## src/rtl/skew_feed_controller_pkg.sv

```systemverilog
// ============================================================================
// Module   : skew_feed_controller_pkg
// Brief    : Buffer command codes, controller state enum and lane window helper.
// Revision : 1.0
// ============================================================================
`default_nettype none

package skew_feed_controller_pkg;

  localparam logic [1:0] CMD_IDLE = 2'b00;
  localparam logic [1:0] CMD_ENQ  = 2'b01;
  localparam logic [1:0] CMD_DEQ  = 2'b10;
  localparam logic [1:0] CMD_HOLD = 2'b11;

  typedef enum logic [1:0] {
    ST_IDLE  = 2'd0,
    ST_LOAD  = 2'd1,
    ST_DRAIN = 2'd2,
    ST_FIN   = 2'd3
  } state_t;

  // Lane 'lane' drains during the k cycles starting at drain step 'lane'.
  function automatic logic in_window(input int t, input int lane, input int k);
    return (t >= lane) && (t < lane + k);
  endfunction

endpackage

`default_nettype wire

```

## src/rtl/skew_feed_controller.sv

```systemverilog
// ============================================================================
// Module   : skew_feed_controller
// Brief    : Sequences load and skewed drain of ARR_SIZE per-row FIFOs.
// Revision : 1.0
// ============================================================================
`default_nettype none

module skew_feed_controller
  import skew_feed_controller_pkg::*;
#(
  parameter int ARR_SIZE    = 4,
  parameter int QUEUE_DEPTH = 2 * ARR_SIZE,
  parameter int KW          = $clog2(QUEUE_DEPTH) + 1
) (
  input  logic                  clk,
  input  logic                  rst,
  input  logic                  start,
  input  logic [KW-1:0]         k_len,
  input  logic                  in_valid,
  output logic                  in_ready,
  output logic [2*ARR_SIZE-1:0] buf_state,
  output logic                  busy,
  output logic                  done,
  output logic                  err
);

  localparam int CW = KW + 1;
  localparam logic [CW-1:0] c_one  = CW'(1);
  localparam logic [CW-1:0] c_tail = CW'(ARR_SIZE - 1);

  state_t          r_state;
  logic [KW-1:0]   r_klen;
  logic [CW-1:0]   r_cnt;
  logic            r_busy;
  logic            r_done;
  logic            r_err;

  logic            w_start_ok;
  logic [CW-1:0]   w_load_last;
  logic [CW-1:0]   w_drain_last;

  assign w_start_ok   = (k_len != '0) && (int'(k_len) <= QUEUE_DEPTH);
  assign w_load_last  = {1'b0, r_klen} - c_one;
  // Drain spans k_len + ARR_SIZE - 1 steps so the last lane empties completely.
  assign w_drain_last = {1'b0, r_klen} + c_tail - c_one;

  always_ff @(posedge clk or posedge rst) begin
    if (rst) begin
      r_state <= ST_IDLE;
      r_klen  <= '0;
      r_cnt   <= '0;
      r_busy  <= 1'b0;
      r_done  <= 1'b0;
      r_err   <= 1'b0;
    end else begin
      r_done <= 1'b0;
      r_err  <= 1'b0;
      case (r_state)
        ST_IDLE: begin
          if (start) begin
            if (w_start_ok) begin
              r_state <= ST_LOAD;
              r_klen  <= k_len;
              r_cnt   <= '0;
              r_busy  <= 1'b1;
            end else begin
              r_err <= 1'b1;
            end
          end
        end
        ST_LOAD: begin
          if (in_valid) begin
            if (r_cnt == w_load_last) begin
              r_state <= ST_DRAIN;
              r_cnt   <= '0;
            end else begin
              r_cnt <= r_cnt + c_one;
            end
          end
        end
        ST_DRAIN: begin
          if (r_cnt == w_drain_last) begin
            r_state <= ST_FIN;
            r_cnt   <= '0;
            r_done  <= 1'b1;
          end else begin
            r_cnt <= r_cnt + c_one;
          end
        end
        ST_FIN: begin
          r_state <= ST_IDLE;
          r_busy  <= 1'b0;
        end
        default: begin
          r_state <= ST_IDLE;
          r_cnt   <= '0;
          r_busy  <= 1'b0;
        end
      endcase
    end
  end

  assign in_ready = (r_state == ST_LOAD);
  assign busy     = r_busy;
  assign done     = r_done;
  assign err      = r_err;

  for (genvar i = 0; i < ARR_SIZE; i++) begin : g_lane
    logic [1:0] w_cmd;

    always_comb begin
      w_cmd = CMD_IDLE;
      case (r_state)
        ST_LOAD:  w_cmd = in_valid ? CMD_ENQ : CMD_HOLD;
        ST_DRAIN: w_cmd = in_window(int'(r_cnt), i, int'(r_klen)) ? CMD_DEQ : CMD_IDLE;
        default:  w_cmd = CMD_IDLE;
      endcase
    end

    assign buf_state[2*i +: 2] = w_cmd;
  end

endmodule

`default_nettype wire

```

## config.mk

```make
export PLATFORM = sky130hd
export DESIGN_NAME = skew_feed_controller
export DESIGN_NICKNAME = d
export VERILOG_FILES = /design/src/rtl/skew_feed_controller_pkg.sv /design/src/rtl/skew_feed_controller.sv
export SDC_FILE = /design/constraint.sdc
export NUM_CORES = 1
export LEC_CHECK = 0
export ABC_AREA = 0
export BUFFER_PORTS_ARGS = -buffer_cell sky130_fd_sc_hd__buf_2
export CAP_MARGIN = 25
export CORE_ASPECT_RATIO = 1.2
export CORE_MARGIN = 5
export CORE_UTILIZATION = 45
export DETAILED_ROUTE_END_ITERATION = 8
export PLACE_DENSITY = 0.74
export SLEW_MARGIN = 30
export SYNTH_ARGS = -nofsm -noshare
export SYNTH_HDL_FRONTEND = slang
export SYNTH_SLANG_ARGS = --single-unit
```

## constraint.sdc

```tcl
create_clock -name clk -period 7 [get_ports clk]
set_input_delay 1.05 -clock clk [delete_from_list [all_inputs] [get_ports clk]]
set_output_delay 1.05 -clock clk [all_outputs]
set_load 0.03 [all_outputs]
```

==> out/qor.csv, run 1 <==
stage;metric;value;unit
clock_network;cts_buffer_depth;2;
clock_network;post_cts_buffers;0;
clock_network;cts-root-buf;clkbuf_8;
placed_design;gp_congestion;0.848;
synthesis;ys_warn_count;0;
placed_design;hpwl;2610;um
placed_design;place_area;1600;sq um
worst_setup_path;critPathCaptureType;primary output;
finish;multi_input_area;1040;sq um
floorplanning;io_pins;20;
synthesis;syn_area;1520;sq um
worst_setup_path;cp_slowest_cell;dfrtp_1;
grt;antenna_found_initial;0;
synthesis;yosys.cell_count.top_type;ha_1;
worst_setup_path;arrival;2.35;ns
worst_setup_path;worst_path_most_repeated_cell;ha_1;
worst_setup_path;cp-start-kind;register;
clock_network;clkTransAtPathRegs;0.05;ns
timing;fin_skew;0.00298;ns
route;first_pass_iters;4;
synthesis;synth_nets;215;
timing;min_period;3.40;ns
timing;rsz0062_at_grt;false;
synthesis;synthCells;176;
route;wl_per_cell;14.3;um
worst_setup_path;worst-setup-path-type;register to primary output;
finish;n_antenna_cell;0;
timing;max_slew_margin;64.5;%
synthesis;synth_edf_count;0;
clock_network;cts-buffers-inserted;3;
floorplanning;die_y;73.6;um
floorplanning;rows;23;
worst_setup_path;critical_path.max_fanout;6;
pwr;leakage;0.800;nW
pwr;ir_worst_vdd;0.267;mV
route;vias_per_cell;5.69;
synthesis;synth_fa_ha_area_share;25.6;%
synthesis;synth.distinct_cells;42;
timing;worst_slack;3.60;ns
finish;register_area;350;sq um
grt;grt_max_degree;16;
timing;hold-worst-slack;0.543;ns
synthesis;synthArstFlopShare;100;%
run;max_cap_violations;0;
finish;fin_cells;225;
synthesis;synth-compound-area-share;17.5;%
synthesis;avgSynthCellArea;8.62;sq um
placed_design;port_buffers;19;
clock_network;insertion_delay;0.25;ns
floorplanning;die-width;63.0;um
synthesis;yosysTopAreaCellShare;25.6;%
finish;num-nets-final;229;
finish;areaGrowthSynthToFinish;7.91;%
synthesis;synth_top_cells_by_count;ha_1, nand2_1, inv_1;
route;vias;1281;
floorplanning;start_util;45.9;%
worst_setup_path;cp.required;5.95;ns
synthesis;synth_flop_cell;dfrtp_1;
worst_setup_path;worstPathCellList;inv_1 > ha_1 > ha_1 > nor2b_1 > o21a_1 > o21ai_0 > nand2b_1 > a31oi_1 > buf_2;
grt;grt_pass1_wl;5600;um
grt;grt_pass1_vias;1231;
clock_network;numClockSinks;14;
timing;clock.fmax;294;MHz
grt;grt_overflow;0;
clock_network;cts_tree;built;
synthesis;synth_mux_area_share;1.65;%
worst_setup_path;critical-path-max-stage-delay;0.43;ns
route;routed_wl;3210;um
synthesis;synth_area_leader_cell;ha_1;
synthesis;ys_seq_elements;14;
clock_network;cts_resized;0;
worst_setup_path;cp_num_buf_inv;2;
timing;fin_setup_tns;0;ns
worst_setup_path;cpLargestDelayFamily;adder cells;
timing;worstMarginPinSlew;0.529;ns
route;drc;0;
grt;track_usage;14.9;%
synthesis;seq_area_frac_synth;23.1;%
floorplanning;dieArea;4640;sq um
finish;fin_area;1640;sq um
synthesis;synth-xor-area-share;4.53;%
synthesis;synth_top_family_by_area;adder cells;
finish;fillers;322;
route;drt_iter0_markers;40;
route;postRouteAntennaNets;0;
timing;layout_worst_path_cycle_share;48.6;%
worst_hold_path;hp-class;register to register;
synthesis;synth-simple-area-share;19.6;%
finish;drive_gt1_share;14.4;%
timing;hold_viol_final;0;
timing;drv_slew;0;
clock_network;cts_max_level;1;
floorplanning;core-area;3310;sq um
pwr;p_per_area;448;nW/um^2
outcome;status;complete, no violations;
clock_network;cts_hold_buf;0;
timing;finalSetupViolCount;0;
placed_design;dp.cells;222;
synthesis;synthTopCellsByArea;ha_1, dfrtp_1, o21ai_0;
placed_design;dp_slack;3.87;ns
[state kept, by name, summed over array words and instances, names as in the netlist]
register,flops
r_state,2
done,1
r_klen,4
r_cnt,5
busy,1
err,1
[worst min-delay path, cell delays in order, from the launching register on]
cell and delay, ns:
dfrtp_1 0.34, o21ai_0 0.08, o21ai_0 0.08
[layer usage]
layer	vias to the layer above	routed length (um)	GRT usage, %
li1	642	-	-
met1	594	1510	19.1
met2	36	1470	24.5
met3	9	133	2.29
met4	0	96	7.08
met5	-	0	0
[worst paths after layout]
kind / depth (start not counted) / from / endpoint / slack (ns)
max: 9 / r_klen[1]$_DFFE_PP0P_ / buf_state[7] / 3.60
min: 2 / busy$_DFFE_PP0P_ / busy$_DFFE_PP0P_ / 0.54
max reg2reg: 9 / r_klen[2]$_DFFE_PP0P_ / r_state[1]$_DFFE_PP0P_ / 4.22
min reg2reg: 2 / busy$_DFFE_PP0P_ / busy$_DFFE_PP0P_ / 0.54
max in group asynchronous: 2 / rst / busy$_DFFE_PP0P_ / 5.82
min in group asynchronous: 2 / rst / r_state[0]$_DFFE_PP0P_ / 0.83
[power breakdown]
part	internal [mW]	leakage, nW	switching, mW
Sequential	0.107	0.182	0.0400
Clock	0.0381	0.0216	0.0277
Combinational	0.208	0.597	0.313
[cell usage in the layout (no fill, tap or decap), types with 2 or more instances in the layout]
master,synthesis,final
nand2b_1,5,5
xnor2_1,4,4
inv_1,16,16
nor2b_1,5,5
buf_2,2,19
xor2_1,2,2
nor3_1,4,4
a21oi_1,4,4
nor2_1,7,7
clkbuf_8,0,3
o21a_1,3,3
o31ai_1,2,2
dfrtp_1,14,14
or3_1,2,2
o21ai_0,14,14
nand4b_1,2,2
nand3_1,5,5
ha_1,31,31
o2111ai_1,3,3
nand2_1,17,17
nor3b_1,2,2
a31oi_1,3,3
or4_1,2,2
o211ai_1,3,3
[per-stage QoR]
stage	util [%]	power, mW
finish	49.5	0.734
global route	49.5	0.812
CTS	49.5	0.742
detailed placement	48.2	0.673
global placement	48.2	0.664
floorplan	-	0.566
[final cells by class]
type | instances | area share, %
multi-input cells | 136 | 63.8
clock buffers | 3 | 2.52
inverters | 16 | 3.67
well taps | 37 | 2.83
repair buffers | 19 | 5.81
flip-flops and latches | 14 | 21.4
[logic make-up after synthesis]
group           after synthesis
simple gates                 56
xor+xnor                      7
buf+inv                      26
flops                        14
fa+ha+maj                    31
compound gates               40
mux                           2
(Power assumes the default switching activity.)
==> inputs of run 2 (changes only) <==
--- a/config.mk
+++ b/config.mk
@@ -5,7 +5,7 @@
 export SDC_FILE = /design/constraint.sdc
 export NUM_CORES = 1
 export LEC_CHECK = 0
-export ABC_AREA = 0
+export ABC_AREA = 1
 export BUFFER_PORTS_ARGS = -buffer_cell sky130_fd_sc_hd__buf_2
 export CAP_MARGIN = 25
 export CORE_ASPECT_RATIO = 1.2
==> constraint.sdc (replaced) <==
create_clock -name clk -period 3.2 [get_ports clk]
set_input_delay 0.48 -clock clk [delete_from_list [all_inputs] [get_ports clk]]
set_output_delay 0.48 -clock clk [all_outputs]
set_load 0.03 [all_outputs]
==> out/qor.csv, run 2 <==
stage;metric;value;unit;change
finish;final_util;50.7;%;was 49.5%
synthesis;yosys.cell_count.top_type;nand2_1;;was ha_1
route;drt_iter0_markers;49;;was 40
pwr;p_per_area;939;nW/um^2;was 448 nW/um^2
worst_setup_path;reg2reg_slack;1.15;ns;was 4.22 ns
route;top_layer;met4;;unchanged
synthesis;ys_warn_count;0;;unchanged
timing;worst_slack;0.296;ns;was 3.60 ns
timing;fin_skew;0.00372;ns;was 0.00298 ns
synthesis;avgSynthCellArea;7.40;sq um;was 8.62 sq um
route;vias;1398;;was 1281
route;wl_per_cell;12.8;um;was 14.3 um
worst_setup_path;critical_path.max_fanout;6;;unchanged
route;wl_met3;101;um;was 133 um
placed_design;dp_slack;0.565;ns;was 3.87 ns
synthesis;yosysTopAreaCellShare;24.5;%;was 25.6%
grt;grt_max_degree;15;;was 16
placed_design;port_buffers;19;;unchanged
clock_network;cts_resized;0;;unchanged
synthesis;synthTopCellsByArea;ha_1, dfrtp_1, nand2_1;;was ha_1, dfrtp_1, o21ai_0
synthesis;synth_flop_cell;dfrtp_1;;unchanged
synthesis;synthCells;214;;was 176
finish;multi_input_area;1050;sq um;was 1040 sq um
finish;largest_reg_flops;5;;unchanged
floorplanning;start_util;47.0;%;was 45.9%
floorplanning;core-area;3370;sq um;was 3310 sq um
synthesis;synth_area_leader_cell;ha_1;;unchanged
clock_network;numClockSinks;14;;unchanged
finish;drive_gt1_share;17.0;%;was 14.4%
worst_setup_path;cp.required;2.72;ns;was 5.95 ns
timing;min_period;2.90;ns;
timing;finalSetupViolCount;0;;unchanged
floorplanning;dieArea;4810;sq um;was 4640 sq um
worst_setup_path;rr_endpoint;r_cnt[3]$_DFFE_PP0P_;;was r_state[1]$_DFFE_PP0P_
timing;max_slew_margin;63.5;%;was 64.5%
synthesis;synthArstFlopShare;100;%;unchanged
timing;layout_worst_path_cycle_share;90.8;%;
pwr;ir_worst_vdd;0.625;mV;was 0.267 mV
route;drt-met1-wl;1450;um;was 1510 um
grt;grt_pass1_wl;5940;um;was 5600 um
route;postRouteAntennaNets;0;;unchanged
route;vias_per_cell;5.26;;was 5.69
worst_setup_path;worst_setup_path_startpoint;r_klen[1]$_DFFE_PP0P_;;unchanged
synthesis;seq_area_frac_synth;22.1;%;was 23.1%
clock_network;cts-root-buf;clkbuf_8;;unchanged
placed_design;hpwl;2760;um;was 2610 um
floorplanning;rows;23;;unchanged
route;first_pass_iters;4;;unchanged
worst_setup_path;rr_startpoint;r_klen[2]$_DFFE_PP0P_;;unchanged
synthesis;syn_area;1580;sq um;was 1520 sq um
floorplanning;die-width;64.1;um;was 63.0 um
placed_design;gp_congestion;0.966;;was 0.848
route;drc;0;;unchanged
timing;hold-worst-slack;0.270;ns;was 0.543 ns
timing;drv_slew;0;;unchanged
grt;track_usage;15.5;%;was 14.9%
clock_network;clkTransAtPathRegs;0.05;ns;about the same
clock_network;cts-buffers-inserted;3;;unchanged
synthesis;ys_seq_elements;14;;unchanged
clock_network;cts_buffer_depth;2;;unchanged
synthesis;synth.distinct_cells;27;;was 42
route;met2_length;1700;um;was 1470 um
timing;fin_setup_tns;0;ns;unchanged
clock_network;post_cts_buffers;0;;unchanged
finish;regMostFlops;r_cnt;;unchanged
outcome;status;complete, no violations;;unchanged
timing;worstMarginPinSlew;0.547;ns;was 0.529 ns
finish;num-nets-final;270;;was 229
clock_network;insertion_delay;0.24;ns;was 0.25 ns
synthesis;synth_nets;253;;was 215
finish;final_common_cell;nand2_1;;was ha_1
floorplanning;io_pins;20;;unchanged
clock_network;cts_max_level;1;;unchanged
timing;rsz0062_at_grt;false;;unchanged
worst_setup_path;cp-start-kind;register;;unchanged
worst_setup_path;arrival;2.42;ns;was 2.35 ns
finish;register_area;350;sq um;unchanged
pwr;leakage;0.933;nW;was 0.800 nW
grt;grt_pass1_vias;1364;;was 1231
synthesis;synth_edf_count;0;;unchanged
grt;grt_overflow;0;;unchanged
run;max_cap_violations;0;;unchanged
grt;antenna_found_initial;0;;unchanged
finish;reg_top3;r_cnt (5), r_klen (4), r_state (2);;unchanged
worst_hold_path;hp-class;input pin to async pin;;was register to register
worst_setup_path;worst-setup-path-type;register to primary output;;unchanged
finish;fillers;332;;was 322
timing;clock.fmax;344;MHz;
worst_setup_path;critPathCaptureType;primary output;;unchanged
clock_network;cts_tree;built;;unchanged
floorplanning;die_y;75.0;um;was 73.6 um
finish;mostFrequentLayoutCells;nand2_1, ha_1, inv_1;;was ha_1, buf_2, nand2_1
route;routed_wl;3400;um;was 3210 um
finish;areaGrowthSynthToFinish;7.91;%;about the same
finish;n_antenna_cell;0;;unchanged
worst_setup_path;reg2regPathDepth;11;;was 9
clock_network;cts_hold_buf;0;;unchanged
timing;hold_viol_final;0;;unchanged
synthesis;synth_top_cells_by_count;nand2_1, ha_1, inv_1;;was ha_1, nand2_1, inv_1
## run 2: routing by layer
metal  up-vias  global-route usage [%]
met1       631                    17.6
met4         0                    8.60
met3        14                    1.79
met2        31                    28.3
met5         -                       0
li1        722                       -
## run 2: kinds of logic (layout without fill, tap and decap cells)
family | Yosys count | after routing | share of synthesized area (%)
AO/OA/AOI/OAI | 33 | 33 | 12.0
XOR/XNOR | 3 | 3 | 1.66
adder cells (fa/ha/maj) | 31 | 31 | 24.5
buffers and inverters | 38 | 53 | 11.3
flip-flops | 14 | 14 | 22.1
AND/OR/NAND/NOR | 95 | 95 | 28.4
## run 2: cell type report
| cell class | instances | area share (%) |
|---|---|---|
| repair buffers | 19 | 5.57 |
| flip-flops and latches | 14 | 20.5 |
| multi-input cells | 162 | 61.7 |
| well taps | 37 | 2.71 |
| clock buffers | 3 | 2.42 |
| inverters | 31 | 7.11 |
## run 2: through the flow
step,std cells,instance area (sq um),power [mW]
2_1_floorplan,214,1580,1.27
3_3_place_gp,263,1670,1.45
3_5_place_dp,263,1670,1.47
4_1_cts,266,1710,1.62
5_1_grt,266,1710,1.79
6_report,266,1710,1.60
## run 2: report_power, final
group          internal [mW]  switching, mW  leakage, nW
Clock                 0.0831         0.0579       0.0216
Sequential             0.234          0.111        0.182
Combinational          0.391          0.728        0.730
## run 2: critical path, stage by stage (launching register included)
cell and delay (ns):
dfrtp_1 0.43, inv_1 0.22, ha_1 0.28, inv_1 0.09, nand2_1 0.09, nand2_1 0.07, ha_1 0.29, a21oi_1 0.13
o21a_1 0.13, o2111ai_1 0.11, a21oi_1 0.13, buf_2 0.21
## run 2: worst max path at each step
stage                               to  cells past startpoint
after floorplan           buf_state[7]                     10
after global placement    buf_state[7]                     11
after detailed placement  buf_state[7]                     11
after CTS                 buf_state[7]                     11
after global routing      buf_state[7]                     11
final                     buf_state[7]                     11
==> inputs of run 3 (changes only) <==
--- a/config.mk
+++ b/config.mk
@@ -5,7 +5,6 @@
 export SDC_FILE = /design/constraint.sdc
 export NUM_CORES = 1
 export LEC_CHECK = 0
-export ABC_AREA = 1
 export BUFFER_PORTS_ARGS = -buffer_cell sky130_fd_sc_hd__buf_2
 export CAP_MARGIN = 25
 export CORE_ASPECT_RATIO = 1.2
==> out/qor.csv, run 3 (synthesis gave the netlist of run 1 again) <==
stage;metric;value;unit;change
placed_design;dp.cells;222;;was 263
finish;fin_cells;226;;was 266
clock_network;cts-buffers-inserted;3;;unchanged
route;vias;1239;;was 1398
timing;hold-worst-slack;0.261;ns;was 0.270 ns
clock_network;cts_max_level;1;;unchanged
timing;rsz0062_at_grt;false;;unchanged
worst_setup_path;critPathCaptureType;primary output;;unchanged
finish;areaGrowthSynthToFinish;8.82;%;was 7.91%
route;drc;0;;unchanged
placed_design;port_buffers;19;;unchanged
grt;grt_pass1_vias;1208;;was 1364
route;top_layer;met4;;unchanged
timing;fin_setup_tns;0;ns;unchanged
finish;final_common_cell;ha_1;;was nand2_1
route;wl_met3;139;um;was 101 um
pwr;ir_worst_vdd;0.614;mV;was 0.625 mV
worst_hold_path;hp-class;input pin to async pin;;unchanged
finish;n_antenna_cell;0;;unchanged
clock_network;insertion_delay;0.25;ns;was 0.24 ns
grt;grt_overflow;0;;unchanged
route;vias_per_cell;5.48;;was 5.26
timing;layout_worst_path_cycle_share;90.2;%;was 90.8%
finish;mostFrequentLayoutCells;ha_1, buf_2, nand2_1;;was nand2_1, ha_1, inv_1
timing;clock.fmax;347;MHz;was 344 MHz
timing;fin_skew;0.00244;ns;was 0.00372 ns
clock_network;cts_resized;0;;unchanged
floorplanning;io_pins;20;;unchanged
finish;regMostFlops;r_cnt;;unchanged
route;drt_iter0_markers;32;;was 49
timing;finalSetupViolCount;0;;unchanged
clock_network;numClockSinks;14;;unchanged
route;met2_length;1550;um;was 1700 um
timing;drv_slew;0;;unchanged
route;first_pass_iters;4;;unchanged
floorplanning;die-width;63.0;um;was 64.1 um
floorplanning;dieArea;4640;sq um;was 4810 sq um
timing;worst_slack;0.315;ns;was 0.296 ns
clock_network;cts_hold_buf;0;;unchanged
placed_design;hpwl;2600;um;was 2760 um
run;max_cap_violations;0;;unchanged
floorplanning;core-area;3310;sq um;was 3370 sq um
placed_design;gp_congestion;0.812;;was 0.966
outcome;status;complete, no violations;;unchanged
timing;worstMarginPinSlew;0.539;ns;was 0.547 ns
timing;min_period;2.88;ns;was 2.90 ns
finish;reg_top3;r_cnt (5), r_klen (4), r_state (2);;unchanged
floorplanning;die_y;73.6;um;was 75.0 um
floorplanning;rows;23;;unchanged
worst_setup_path;cp.required;2.72;ns;about the same
floorplanning;start_util;45.9;%;was 47.0%
clock_network;cts_tree;built;;unchanged
finish;largest_reg_flops;5;;unchanged
pwr;p_per_area;992;nW/um^2;was 939 nW/um^2
worst_setup_path;critical_path.max_fanout;6;;unchanged
grt;antenna_found_initial;0;;unchanged
timing;hold_viol_final;0;;unchanged
route;postRouteAntennaNets;0;;unchanged
clock_network;cts-root-buf;clkbuf_8;;unchanged
finish;final_util;49.9;%;was 50.7%
clock_network;clkTransAtPathRegs;0.06;ns;was 0.05 ns
route;routed_wl;3260;um;was 3400 um
worst_setup_path;arrival;2.40;ns;was 2.42 ns
placed_design;dp_slack;0.495;ns;was 0.565 ns
grt;track_usage;15.4;%;was 15.5%
grt;grt_pass1_wl;5610;um;was 5940 um
grt;grt_max_degree;16;;was 15
timing;max_slew_margin;64.0;%;was 63.5%
route;drt-met1-wl;1490;um;was 1450 um
clock_network;cts_buffer_depth;2;;unchanged
worst_setup_path;cp-start-kind;register;;unchanged
route;wl_per_cell;14.4;um;was 12.8 um
worst_setup_path;worst-setup-path-type;register to primary output;;unchanged
finish;drive_gt1_share;14.8;%;was 17.0%
clock_network;post_cts_buffers;0;;unchanged
finish;num-nets-final;229;;was 270
pwr;leakage;0.807;nW;was 0.933 nW
run 3: final timing paths:
kind | cells after the start | slack [ns] | startpoint | endpoint
worst max-delay path | 9 | 0.32 | r_klen[1]$_DFFE_PP0P_ | buf_state[7]
worst min-delay path | 2 | 0.26 | rst | busy$_DFFE_PP0P_
worst max register to register | 9 | 0.43 | r_klen[2]$_DFFE_PP0P_ | r_state[1]$_DFFE_PP0P_
worst min register to register | 2 | 0.52 | busy$_DFFE_PP0P_ | busy$_DFFE_PP0P_
max in group asynchronous | 2 | 2.58 | rst | r_cnt[2]$_DFFE_PP0P_
min in group clk | 3 | 0.46 | k_len[0] | r_klen[0]$_DFFE_PP0P_
run 3: where the power goes:
group,internal (mW),switching [mW]
Combinational,0.454,0.685
Clock,0.109,0.0644
Sequential,0.234,0.0922
run 3: layout make-up:
cell class / instances / area [sq um]
clock buffer: 4 / 55.1
multi-input combinational: 136 / 1040
inverter: 16 / 60.1
tap: 37 / 46.3
sequential: 14 / 350
timing repair buffer: 19 / 95.1
fill: 311 / 1660
run 3: through the flow:
step                      power (mW)  instance area (sq um)
after global routing            1.81                   1650
after detailed placement        1.47                   1600
final                           1.64                   1650
after global placement          1.45                   1600
after CTS                       1.66                   1650
after floorplan                 1.24                   1520
run 3: per-layer routing:
| layer | global-route usage, % | up-vias |
|---|---|---|
| li1 | - | 644 |
| met4 | 8.02 | 0 |
| met3 | 2.60 | 6 |
| met1 | 19.1 | 567 |
| met5 | 0 | - |
| met2 | 25.5 | 22 |
run 3: critical path, cell delays in order, from the launching register on:
cell,delay [ns]
dfrtp_1,0.44
inv_1,0.22
ha_1,0.29
ha_1,0.29
nor2b_1,0.13
o21a_1,0.16
o21ai_0,0.18
nand2b_1,0.08
a31oi_1,0.15
buf_2,0.21
